===== config.mk =====
export PLATFORM = sky130hd
export DESIGN_NAME = mem_fill_arbiter
export DESIGN_NICKNAME = d
export VERILOG_FILES = /design/src/rtl/mem_arb_pkg.sv /design/src/rtl/fill_addr_gen.sv /design/src/rtl/mem_fill_arbiter.sv
export SDC_FILE = /design/constraint.sdc
export NUM_CORES = 1
export LEC_CHECK = 0
export ABC_AREA = 1
export BUFFER_PORTS_ARGS = -buffer_cell sky130_fd_sc_hd__buf_2
export CORE_MARGIN = 10
export CORE_UTILIZATION = 45
export DETAILED_ROUTE_END_ITERATION = 8
export GPL_TIMING_DRIVEN = 0
export PLACE_DENSITY = 0.73
export SLEW_MARGIN = 15
export SYNTH_ARGS = -nofsm -noshare
export SYNTH_HDL_FRONTEND = slang
export SYNTH_SLANG_ARGS = --single-unit

===== constraint.sdc =====
create_clock -name clk -period 4.2 [get_ports clk]
set_clock_uncertainty 0.05 [all_clocks]
set_input_delay 0 -clock clk [delete_from_list [all_inputs] [get_ports clk]]
set_output_delay 0 -clock clk [all_outputs]
set_load 0.005 [all_outputs]

===== src/rtl/mem_arb_pkg.sv =====
// mem_arb_pkg: shared states, grant codes and block geometry
// for the unified main-memory fill arbiter.
package mem_arb_pkg;

  localparam int BLK_WORDS  = 8;
  localparam int WORD_IDX_W = $clog2(BLK_WORDS);

  typedef enum logic [2:0] {
    IDLE,
    STORE,
    FILL_ISSUE,
    FILL_DRAIN,
    DONE
  } state_t;

  typedef enum logic [1:0] {
    GNT_NONE,
    GNT_I,
    GNT_D,
    GNT_ST
  } grant_t;

  // A block spans 2*words bytes; clear the in-block byte offset.
  function automatic logic [31:0] blk_base(
    input logic [31:0] addr,
    input int          words
  );
    return addr & ~(32'(2 * words) - 32'd1);
  endfunction

endpackage


===== src/rtl/fill_addr_gen.sv =====
// fill_addr_gen: block read address sequencer for cache fills.
// CRITICAL_WORD_FIRST_EN starts at the missed word and wraps.
module fill_addr_gen #(
  parameter int ADDR_W    = 16,
  parameter int BLK_WORDS = 8
) (
  input  logic                         clk,
  input  logic                         rst_n,
  input  logic                         load,
  input  logic                         step,
  input  logic [ADDR_W-1:0]            miss_addr,
  output logic [ADDR_W-1:0]            addr,
  output logic [$clog2(BLK_WORDS)-1:0] off,
  output logic                         last
);
  import mem_arb_pkg::*;

  localparam int IW = $clog2(BLK_WORDS);

  logic [ADDR_W-1:0] base;
  logic [ADDR_W-1:0] ld_base;
  logic [IW-1:0]     ld_off;
  logic [IW-1:0]     cnt;
  logic [IW-1:0]     slot;

`ifdef CRITICAL_WORD_FIRST_EN
  assign ld_off = miss_addr[IW:1];
`else
  assign ld_off = '0;
`endif

  assign ld_base = ADDR_W'(blk_base(32'(miss_addr), BLK_WORDS));
  assign slot    = off + cnt;

  always_ff @(posedge clk) begin
    if (!rst_n) begin
      base <= '0;
      off  <= '0;
      cnt  <= '0;
      addr <= '0;
      last <= 1'b0;
    end else if (load) begin
      base <= ld_base;
      off  <= ld_off;
      cnt  <= IW'(1);
      addr <= ld_base + ADDR_W'({ld_off, 1'b0});
      last <= 1'b0;
    end else if (step) begin
      addr <= base + ADDR_W'({slot, 1'b0});
      cnt  <= cnt + IW'(1);
      last <= (cnt == IW'(BLK_WORDS - 1));
    end
  end

endmodule


===== src/rtl/mem_fill_arbiter.sv =====
// mem_fill_arbiter: shares main memory between I/D fills and D stores.
// CRITICAL_WORD_FIRST_EN selects missed-word-first fill order.
module mem_fill_arbiter #(
  parameter int ADDR_W    = 16,
  parameter int DATA_W    = 16,
  parameter int BLK_WORDS = 8
) (
  input  logic                         clk,
  input  logic                         rst_n,
  input  logic                         ic_miss,
  input  logic [ADDR_W-1:0]            ic_miss_addr,
  input  logic                         dc_miss,
  input  logic [ADDR_W-1:0]            dc_miss_addr,
  input  logic                         dc_wr,
  input  logic [ADDR_W-1:0]            dc_wr_addr,
  input  logic [DATA_W-1:0]            dc_wr_data,
  output logic                         mem_en,
  output logic                         mem_wr,
  output logic [ADDR_W-1:0]            mem_addr,
  output logic [DATA_W-1:0]            mem_wdata,
  input  logic [DATA_W-1:0]            mem_rdata,
  input  logic                         mem_rvalid,
  output logic [DATA_W-1:0]            fill_data,
  output logic [$clog2(BLK_WORDS)-1:0] fill_idx,
  output logic                         ic_fill_we,
  output logic                         dc_fill_we,
  output logic                         ic_fill_done,
  output logic                         dc_fill_done,
  output logic                         dc_wr_ack,
  output logic                         busy
);
  import mem_arb_pkg::*;

  localparam int IW = $clog2(BLK_WORDS);

  state_t            state;
  grant_t            grant;
  logic [IW:0]       ret_cnt;
  logic [ADDR_W-1:0] st_addr;
  logic [ADDR_W-1:0] gen_addr;
  logic [ADDR_W-1:0] ld_addr;
  logic [IW-1:0]     gen_off;
  logic              gen_load;
  logic              gen_step;
  logic              gen_last;

  assign gen_load = (state == IDLE) && !dc_wr
                    && (dc_miss || ic_miss);
  assign ld_addr  = dc_miss ? dc_miss_addr : ic_miss_addr;
  assign gen_step = (state == FILL_ISSUE) && !gen_last;
  assign mem_addr = (grant == GNT_ST) ? st_addr : gen_addr;
  assign busy     = (state != IDLE);

  fill_addr_gen #(
    .ADDR_W    (ADDR_W),
    .BLK_WORDS (BLK_WORDS)
  ) u_gen (
    .clk       (clk),
    .rst_n     (rst_n),
    .load      (gen_load),
    .step      (gen_step),
    .miss_addr (ld_addr),
    .addr      (gen_addr),
    .off       (gen_off),
    .last      (gen_last)
  );

  always_ff @(posedge clk) begin
    if (!rst_n) begin
      state        <= IDLE;
      grant        <= GNT_NONE;
      ret_cnt      <= '0;
      st_addr      <= '0;
      mem_en       <= 1'b0;
      mem_wr       <= 1'b0;
      mem_wdata    <= '0;
      fill_data    <= '0;
      fill_idx     <= '0;
      ic_fill_we   <= 1'b0;
      dc_fill_we   <= 1'b0;
      ic_fill_done <= 1'b0;
      dc_fill_done <= 1'b0;
      dc_wr_ack    <= 1'b0;
    end else begin
      ic_fill_we   <= 1'b0;
      dc_fill_we   <= 1'b0;
      ic_fill_done <= 1'b0;
      dc_fill_done <= 1'b0;
      dc_wr_ack    <= 1'b0;
      unique case (state)
        IDLE: begin
          ret_cnt <= '0;
          if (dc_wr) begin
            grant     <= GNT_ST;
            st_addr   <= dc_wr_addr;
            mem_wdata <= dc_wr_data;
            mem_en    <= 1'b1;
            mem_wr    <= 1'b1;
            dc_wr_ack <= 1'b1;
            state     <= STORE;
          end else if (dc_miss || ic_miss) begin
            grant  <= dc_miss ? GNT_D : GNT_I;
            mem_en <= 1'b1;
            mem_wr <= 1'b0;
            state  <= FILL_ISSUE;
          end
        end
        STORE: begin
          mem_en <= 1'b0;
          mem_wr <= 1'b0;
          state  <= IDLE;
        end
        FILL_ISSUE, FILL_DRAIN: begin
          if (state == FILL_ISSUE && gen_last) begin
            mem_en <= 1'b0;
            state  <= FILL_DRAIN;
          end
          // Whole block written last cycle: pulse done now.
          if (ret_cnt == (IW+1)'(BLK_WORDS)) begin
            state        <= DONE;
            ic_fill_done <= (grant == GNT_I);
            dc_fill_done <= (grant == GNT_D);
          end else if (mem_rvalid) begin
            fill_data  <= mem_rdata;
            fill_idx   <= gen_off + ret_cnt[IW-1:0];
            ic_fill_we <= (grant == GNT_I);
            dc_fill_we <= (grant == GNT_D);
            ret_cnt    <= ret_cnt + (IW+1)'(1);
          end
        end
        DONE: state <= IDLE;
        default: state <= IDLE;
      endcase
    end
  end

endmodule


After elaboration in Yosys (flattened, before gate mapping)
Cells that the tools add are included.
Widths: inputs -> output; s select.

storage, ports and cells
  flip-flop bits (word level) = 99
  bits of input ports = 86
  output and inout bits = 59
  word-level logic and storage cells = 91

cells by class
  $add $sub $neg = 3
  equality and inequality tests = 13
  mux-type cells = 25
  bitwise gates (word level) = 4
  reductions and logical operators = 26

operators by type and width
  cell                 number
  $mux 16              4
  $add 16x4->16        1
  $mux 3               4
  $reduce_and 3->1     4
  $reduce_and 2->1     5
  $mux 1               8
  $mux 4               2
  $pmux 4 s2           1
  $reduce_bool 2->1    4
  $eq 3x2->1 const B   2
  $mux 2               3
  $ne 2x2->1 const B   3
  $pmux 3 s2           1
  $reduce_bool 3->1    2
  $add 4x1->4 const B  1
  $eq 2x2->1 const B   2
  $eq 4x4->1 const B   1
  $logic_and 1x1->1    4
  $not 1->1            4
  $reduce_or 2->1      2
  $reduce_or 4->1      1
  $add 3x1->3 const B  1
  $eq 3x1->1 const B   1
  $eq 3x3->1 const B   1
  other kinds (8)      9

Longest topological paths before layout
Gate-level depths: netlist (run 1).

  depth after elaboration = 5
  mapped depth = 9
  depth with buffers taken out = 8

Hierarchy
Synthesis (run 1) repeated with hierarchy kept, for this count alone.

unflattened totals
  cells, all modules = 609
  area, all modules = 4280.4 um2

modules (own cells, without submodules)
  module            times used  cells each  area each (um2)  seq. area each (um2)
  mem_fill_arbiter  1           429         3021.6           1341.3
  fill_addr_gen     1           180         1258.7           620.6

Worst setup path after synthesis (run 1)
OpenSTA, ideal clock, no wires.

  path kind = reg2reg
  start = register ret_cnt[0]
  end = register ret_cnt[0]
  setup time = 0.070 ns
  arrival time = 1.196 ns
  data required time = 4.080 ns
  path slack = 2.884 ns
  cell stages (with the launch flop) = 9
  buffers on the path = 1
  period minus slack after synthesis = 1.316 ns
  path through = dfxtp_1 > inv_1 > ha_1 > nand3_1 > nand3_2 > clkinv_2 > buf_6 > nand2_1 > a21oi_1

on the way
  longest elaborated chain between the ends = 4
  elaborated cells on any way between the ends = 7
  those cells by class = add/sub: 1; eq/ne: 2; mux: 3; reduce/logical: 1

RTL lines
  element                   line                     source
  start: declaration        mem_fill_arbiter.sv:38   logic [IW:0] ret_cnt;
  start signal: assignment  mem_fill_arbiter.sv:128  ret_cnt <= ret_cnt + (IW+1)'(1);
  $add 4x1->4               mem_fill_arbiter.sv:128
  $mux 4                    mem_fill_arbiter.sv:123  end else if (mem_rvalid) begin
  $mux 4                    mem_fill_arbiter.sv:119  if (ret_cnt == (IW+1)'(BLK_WORDS)) begin
  $pmux 4 s2                mem_fill_arbiter.sv:90   unique case (state)

Several ways; a longest one is shown, not always the timed one. The select of a mux whose other input is x is not followed.
A chain may end at the register's enable or synchronous reset.

Final worst setup path (run 1)
  start = register grant[1]
  end = output mem_addr[9]

on the way
  longest elaborated chain between the ends = 2

RTL lines
  element                   line                     source
  start: declaration        mem_fill_arbiter.sv:37   grant_t grant;
  start signal: assignment  mem_fill_arbiter.sv:102  grant <= dc_miss ? GNT_D : GNT_I;
  $eq 2x2->1                mem_fill_arbiter.sv:51   assign mem_addr = (grant == GNT_ST) ? st_addr : gen_addr;
  $mux 16                   mem_fill_arbiter.sv:51
  end: declaration          mem_fill_arbiter.sv:19   output logic [ADDR_W-1:0] mem_addr,

No other way between the ends.

==> impl_metrics.json, run 1 <==
{
  "slowest_stage": "sky130_fd_sc_hd__dfxtp_1",
  "clock_insertion_delay_worst_skew_ps": 370,
  "min_from": "dc_wr",
  "timing.rr.end": "fill_data[1]$_SDFFE_PN0P_",
  "vias": 4481,
  "final_std_cell_area_no_fill_um2": 5961,
  "syn_nets": 648,
  "design.die.area_um2": 13510,
  "globalRoute.totalOverflow": 0,
  "worst_hold_path_type": "in -> reg",
  "postRouteWirelength_mm": 13.46,
  "grt_util_met3": 0.05496,
  "worst_r2r_path_depth": 8,
  "min_to": "state[1]$_SDFFE_PN0P_",
  "numPortBuffers": 136,
  "run_status": "complete, no violations",
  "detailed_place.area_um2": 4989,
  "crit_type": "reg -> out",
  "cts.sink_count": 98,
  "worst-endpoint-arrival_ps": 1630,
  "grt_use_total": 0.1968,
  "max_cap_violations": 0,
  "area_growth_pct": 42.98,
  "floorplan.initialDensity": 0.4577,
  "tritoncts": "done",
  "gate_count_after_technology_mapping": 558,
  "path_buf_inv": 2,
  "highest_attainable_clock_frequency_mhz": 593.7,
  "dp_hpwl_mm": 9.152,
  "drt_pass1_iterations": 5,
  "yosys_register_bits": 98,
  "cp-startpoint": "grant[1]$_SDFFE_PN0P_",
  "post-route-period-util": 0.4010,
  "grt_setup_unrepaired": "no",
  "max-vdd-ir-drop_uv": 214.7,
  "grt_pass1_vias": 4536,
  "grt_first_pass_wirelength_mm": 21.29,
  "reg2reg_from": "ret_cnt[0]$_SDFFE_PN0P_",
  "mostFrequentLayoutCells": "sky130_fd_sc_hd__nand2_1 (174), sky130_fd_sc_hd__buf_2 (142), sky130_fd_sc_hd__dfxtp_1 (98)",
  "design.core.area_um2": 9109,
  "timing.hold.worst_path_depth": 4,
  "post-route-min-period_ps": 1684,
  "number_of_clock_buffers_inserted_by_tritoncts": 9,
  "maximum_number_of_pins_on_one_net_before_global_route_repair": 17,
  "buffer_count_from_post_cts_setup_fixing": 0,
  "routed_wire_length_per_instance_um": 15.03,
  "powerDensity_nw_per_um2": 380.3,
  "gp_congestion": 0.8224,
  "synth.yosys.warnings": 0,
  "synth-seq-area-share": 0.4706,
  "critPathCaptureType": "output port",
  "worst_ep_required_time_ps": 4150,
  "number_of_failing_hold_endpoints_at_the_final_stage": 0,
  "timing.critical_path.slowest_cell_delay_ps": 420,
  "num_io_pins": 145,
  "register_to_register_setup_slack_ps": 2600,
  "slew-limit-headroom": 0.6192,
  "drt_first_iter_violations": 369,
  "worst_setup_hold_path_clk_slew_ps": 90,
  "mappedNetlistArea_um2": 4169,
  "critical_path_cell_by_cell": "nand2_1 -> clkbuf_1 -> o21ai_0 -> buf_2",
  "die-height_um": 116.3,
  "row_count": 35,
  "drc": 0,
  "antenna_violations_before_repair": 1,
  "layout_commonest_cell": "sky130_fd_sc_hd__nand2_1",
  "seq_area_um2": 1962,
  "critical_path.startpoint_type": "register",
  "critPathMaxFanout": 10,
  "final_layout_size_suffix_gt1_frac": 0.2516,
  "fin_nets": 868,
  "timing.setup.tns_ps": 0,
  "globalRouteMet2Util": 0.3507,
  "drt-vias-per-instance": 5.001,
  "syn_avg_cell_area_um2": 7.471,
  "cts_max_path_buffers": 2,
  "synth_cell_type_count": 28,
  "ctsRootBufferMaster": "sky130_fd_sc_hd__clkbuf_8",
  "setup-violations-final": 0,
  "cp_top_family": "buffers and inverters",
  "dieWidth_um": 116.3,
  "num-fill-cells": 767,
  "multi_input_comb_area_um2": 1877,
  "busiest_layer": "met2",
  "global_route.usage.met1": 0.2088,
  "cts_htree_levels": 3,
  "slew_viol_final": 0,
  "drt.antenna.violating_nets": 0,
  "p_leak_uw": 0.002826,
  "tightest_slew_ps": 571.2
}
==> timing repair <==
item / CTS / global route
resized for setup: 0 / 0
hold buffers: 73 / 0
hold endpoints to repair: 61 / 0
==> state kept, by name, indices dropped and copies added, names as in the netlist <==
signal,count
dc_wr_ack,1
mem_wr,1
st_addr,16
u_gen.last,1
mem_wdata,16
grant,2
mem_en,1
u_gen.base,12
fill_data,16
state,3
ret_cnt,4
u_gen.addr,15
dc_fill_done,1
fill_idx,3
u_gen.cnt,3
dc_fill_we,1
ic_fill_we,1
ic_fill_done,1
==> cell usage after synthesis <==
master                     instances  area share
sky130_fd_sc_hd__buf_1             1     0.00090
sky130_fd_sc_hd__clkbuf_1         15       0.014
sky130_fd_sc_hd__ha_1              4       0.012
sky130_fd_sc_hd__clkinv_2          1      0.0012
sky130_fd_sc_hd__nand2_1         174        0.16
sky130_fd_sc_hd__o21ai_0          33       0.040
sky130_fd_sc_hd__xor2_1            1      0.0021
sky130_fd_sc_hd__dfxtp_1          98        0.47
sky130_fd_sc_hd__nand3_1          27       0.032
sky130_fd_sc_hd__nor3_4            1      0.0039
sky130_fd_sc_hd__nand3_4           2      0.0084
sky130_fd_sc_hd__nor3_1            4      0.0048
sky130_fd_sc_hd__buf_6             5       0.014
sky130_fd_sc_hd__buf_4             5      0.0090
sky130_fd_sc_hd__nand3b_1         12       0.022
sky130_fd_sc_hd__nor4_1            2      0.0030
sky130_fd_sc_hd__o21ai_1           6      0.0072
sky130_fd_sc_hd__nand2_2          10       0.015
sky130_fd_sc_hd__nand4_4           1      0.0051
sky130_fd_sc_hd__a21oi_1          74       0.089
sky130_fd_sc_hd__inv_1            30       0.027
sky130_fd_sc_hd__nand3_2           1      0.0024
sky130_fd_sc_hd__inv_2             6      0.0054
sky130_fd_sc_hd__nor2_4            5       0.014
sky130_fd_sc_hd__buf_2             6      0.0072
sky130_fd_sc_hd__inv_4             1      0.0015
sky130_fd_sc_hd__nor2_1           32       0.029
sky130_fd_sc_hd__nor2_8            1      0.0048
==> worst reg2reg max path, stage by stage (launching register included) <==
cell and delay, ps:
sky130_fd_sc_hd__dfxtp_1 380, sky130_fd_sc_hd__inv_1 100, sky130_fd_sc_hd__ha_1 210, sky130_fd_sc_hd__nand3_1 180
sky130_fd_sc_hd__nand3_2 140, sky130_fd_sc_hd__clkinv_2 120, sky130_fd_sc_hd__buf_6 140, sky130_fd_sc_hd__nand2_1 60
sky130_fd_sc_hd__a21oi_1 150
==> worst max path at each step <==
| stage | end | cells after the start |
|---|---|---|
| 2_1_floorplan | ret_cnt[0]$_SDFFE_PN0P_ | 8 |
| 3_3_place_gp | u_gen.addr[14]$_SDFFE_PN0P_ | 6 |
| 3_5_place_dp | u_gen.addr[13]$_SDFFE_PN0P_ | 6 |
| 4_1_cts | mem_addr[8] | 4 |
| 5_1_grt | mem_addr[9] | 4 |
| 6_report | mem_addr[9] | 4 |
==> stage by stage <==
| step | total power, uW | instances | util | hold WS, ps | setup WS, ps |
|---|---|---|---|---|---|
| floorplan | 1349 | 558 | - | 92.74 | 2884 |
| global placement | 1504 | 805 | 0.5477 | 197.9 | 2711 |
| detailed placement | 1518 | 805 | 0.5477 | 203.9 | 2667 |
| CTS | 2267 | 894 | 0.6538 | 44.77 | 2524 |
| global route | 2381 | 895 | 0.6541 | 73.42 | 2397 |
| finish | 2267 | 896 | 0.6544 | 53.13 | 2516 |
==> cell families after synthesis <==
family	count (synthesis)	synth area share
AO/OA/AOI/OAI	113	0.1357
XOR/XNOR	1	0.002101
adder cells (fa/ha/maj)	4	0.01201
buffers and inverters	70	0.07923
flip-flops	98	0.4706
AND/OR/NAND/NOR	272	0.3004
==> final cells by class <==
class | instances | share of cell area
antenna | 2 | 0.0008396
multi-input combinational | 390 | 0.3149
buffer | 32 | 0.03086
clock inverter | 5 | 0.01427
sequential | 98 | 0.3291
inverter | 38 | 0.02456
clock buffer | 11 | 0.02540
tap | 111 | 0.02330
timing repair buffer | 209 | 0.2368
==> metal layers <==
metal,share of wire,up-vias
met5,0,-
met4,0.033,0
met3,0.073,36
met2,0.51,155
met1,0.39,2054
li1,-,2236
==> power by group <==
part / internal, uW / leakage, uW / switching (uW) / total [uW]
registers: 1010 / 0.000802 / 39.9 / 1050
logic: 232 / 0.00191 / 287 / 519
clock network: 371 / 0.000116 / 330 / 702
(Power assumes the default switching activity.)
==> inputs of run 2 (changes only) <==
--- a/config.mk
+++ b/config.mk
@@ -11,7 +11,7 @@
 export CORE_UTILIZATION = 45
 export DETAILED_ROUTE_END_ITERATION = 8
 export GPL_TIMING_DRIVEN = 0
-export PLACE_DENSITY = 0.73
+export PLACE_DENSITY = 0.76
 export SLEW_MARGIN = 15
 export SYNTH_ARGS = -nofsm -noshare
 export SYNTH_HDL_FRONTEND = slang
==> constraint.sdc (replaced) <==
create_clock -name clk -period 1.5 [get_ports clk]
set_clock_uncertainty 0.05 [all_clocks]
set_input_delay 0 -clock clk [delete_from_list [all_inputs] [get_ports clk]]
set_output_delay 0 -clock clk [all_outputs]
set_load 0.005 [all_outputs]
==> run 2 against run 1 <==
Non-clock buffer count rose by 4. Combinational power grew to 2.9 times the previous value. Clock power grew to 2.7 times the previous value. Worst setup slack lost 2500 ps. Cell count up 0.33%. Highest routed layer unchanged. Sequential share of layout area decreased by 0.40 points. Via count up 2.1%.
==> impl_metrics.json, run 2 (synthesis gave the netlist of run 1 again) <==
{
  "run_status": "complete, no violations",
  "powerDensity_nw_per_um2": 1047,
  "drt_pass1_iterations": 5,
  "layout_commonest_cell": "sky130_fd_sc_hd__nand2_1",
  "post-route-period-util": 0.9830,
  "final_core_utilization": 0.6654,
  "design.core.area_um2": 9109,
  "p_sw_uw": 1887,
  "drt_first_iter_violations": 311,
  "tritoncts": "done",
  "drc": 0,
  "fin_worst_hold_slack_ps": 27.38,
  "worst_setup_hold_path_clk_slew_ps": 90,
  "combinational_power_share": 0.236,
  "routed_wire_length_per_instance_um": 15.14,
  "grt_pass1_vias": 4649,
  "p_leak_uw": 0.002861,
  "cell_internal_pwr_uw": 4460,
  "setup-violations-final": 0,
  "cts_max_path_buffers": 2,
  "grt_setup_unrepaired": "yes",
  "post-place-cells": 805,
  "final_layout_size_suffix_gt1_frac": 0.2783,
  "crit_type": "reg -> out",
  "critPathCaptureType": "output port",
  "dieWidth_um": 116.3,
  "drt.antenna.violating_nets": 0,
  "critPathMaxFanout": 10,
  "grt_first_pass_wirelength_mm": 21.62,
  "maximum_number_of_pins_on_one_net_before_global_route_repair": 18,
  "tightest_slew_ps": 599.5,
  "area_growth_pct": 45.38,
  "antenna_violations_before_repair": 0,
  "dp_hpwl_mm": 9.523,
  "row_count": 35,
  "post-route-min-period_ps": 1474,
  "worst_hold_path_type": "in -> reg",
  "floorplan.initialDensity": 0.4577,
  "grt_use_total": 0.1977,
  "timing.setup.tns_ps": 0,
  "number_of_failing_hold_endpoints_at_the_final_stage": 0,
  "die-height_um": 116.3,
  "critical_path.startpoint_type": "register",
  "cts_htree_levels": 3,
  "postRouteWirelength_mm": 13.61,
  "highest_attainable_clock_frequency_mhz": 678.2,
  "cts.sink_count": 98,
  "slew_viol_final": 0,
  "ctsRootBufferMaster": "sky130_fd_sc_hd__clkbuf_8",
  "slew-limit-headroom": 0.6003,
  "sequentialPowerShare": 0.464,
  "detailed_place.area_um2": 4989,
  "design.die.area_um2": 13510,
  "worst_ep_required_time_ps": 1450,
  "max-vdd-ir-drop_uv": 895.0,
  "reg.largest.list": "fill_data x16, mem_wdata x16, st_addr x16",
  "fin_nets": 872,
  "num_io_pins": 145,
  "numPortBuffers": 136,
  "sw_frac_of_total": 0.2973,
  "pwr-share-clk": 0.300,
  "mostFrequentLayoutCells": "sky130_fd_sc_hd__nand2_1 (173), sky130_fd_sc_hd__buf_2 (139), sky130_fd_sc_hd__dfxtp_1 (91)",
  "final_std_cell_area_no_fill_um2": 6061,
  "number_of_clock_buffers_inserted_by_tritoncts": 9,
  "gp_congestion": 0.8658,
  "drt-vias-per-instance": 5.088,
  "max_cap_violations": 0,
  "instances_no_fill": 899,
  "globalRoute.totalOverflow": 0,
  "vias": 4574,
  "worst-endpoint-arrival_ps": 1420,
  "clock_insertion_delay_worst_skew_ps": 360
}
==> run 2: worst max-delay path, cell delays in order (launching register included) <==
cell                       delay (ps)
sky130_fd_sc_hd__dfxtp_2          400
sky130_fd_sc_hd__nand2_2          110
sky130_fd_sc_hd__clkbuf_4         190
sky130_fd_sc_hd__o21ai_0          190
sky130_fd_sc_hd__buf_2            170
==> run 2: worst paths after layout <==
kind | from | end | slack [ps] | cells after the start
min reg2reg | st_addr[15]$_SDFFE_PN0P_ | st_addr[15]$_SDFFE_PN0P_ | 400 | 2
min | dc_wr | state[1]$_SDFFE_PN0P_ | 30 | 4
max | grant[1]$_SDFFE_PN0P_ | mem_addr[15] | 30 | 4
max reg2reg | state[1]$_SDFFE_PN0P_ | st_addr[11]$_SDFFE_PN0P_ | 60 | 7
==> run 2: cell type report <==
type	count	area, um2
Antenna cell	1	2.502
Buffer	32	215.2
Clock buffer	9	123.9
Clock inverter	7	101.3
Fill cell	761	3048
Inverter	38	147.6
Multi-Input combinational cell	390	1919
Sequential cell	98	1971
Tap cell	111	138.9
Timing Repair Buffer	213	1441
==> run 2: routing by layer <==
| metal | share of wire | vias up | global-route usage | wire (um) |
|---|---|---|---|---|
| met2 | 0.52 | 158 | 0.3556 | 7090 |
| met3 | 0.081 | 28 | 0.07447 | 1108 |
| li1 | - | 2247 | - | - |
| met4 | 0.023 | 0 | 0.07173 | 317 |
| met1 | 0.37 | 2141 | 0.2049 | 5096 |
| met5 | 0 | - | 0 | 0 |
==> run 2: metrics by stage <==
stage	setup slack [ps]	power [uW]
2_1_floorplan	183.9	3777
3_3_place_gp	34.85	4204
3_5_place_dp	-11.33	4257
4_1_cts	14.52	6300
5_1_grt	-35.35	6666
6_report	25.53	6347
==> run 2: power by group through the flow <==
stage                     clock (uW)  sequential [uW]  combinational, uW
after detailed placement           0             2990               1260
final                           1900             2950               1500
after global placement             0             2980               1220
after CTS                       1930             2940               1440
after floorplan                    0             2970                806
after global routing            2030             2970               1670
==> run 2: timing repair <==
item                                    CTS  global route
setup buffers                             0             4
resized for setup                         8            33
hold buffers                             73             0
pin swaps                                 0             3
endpoints found under the setup margin   25            71
endpoints found under the hold margin    62             0
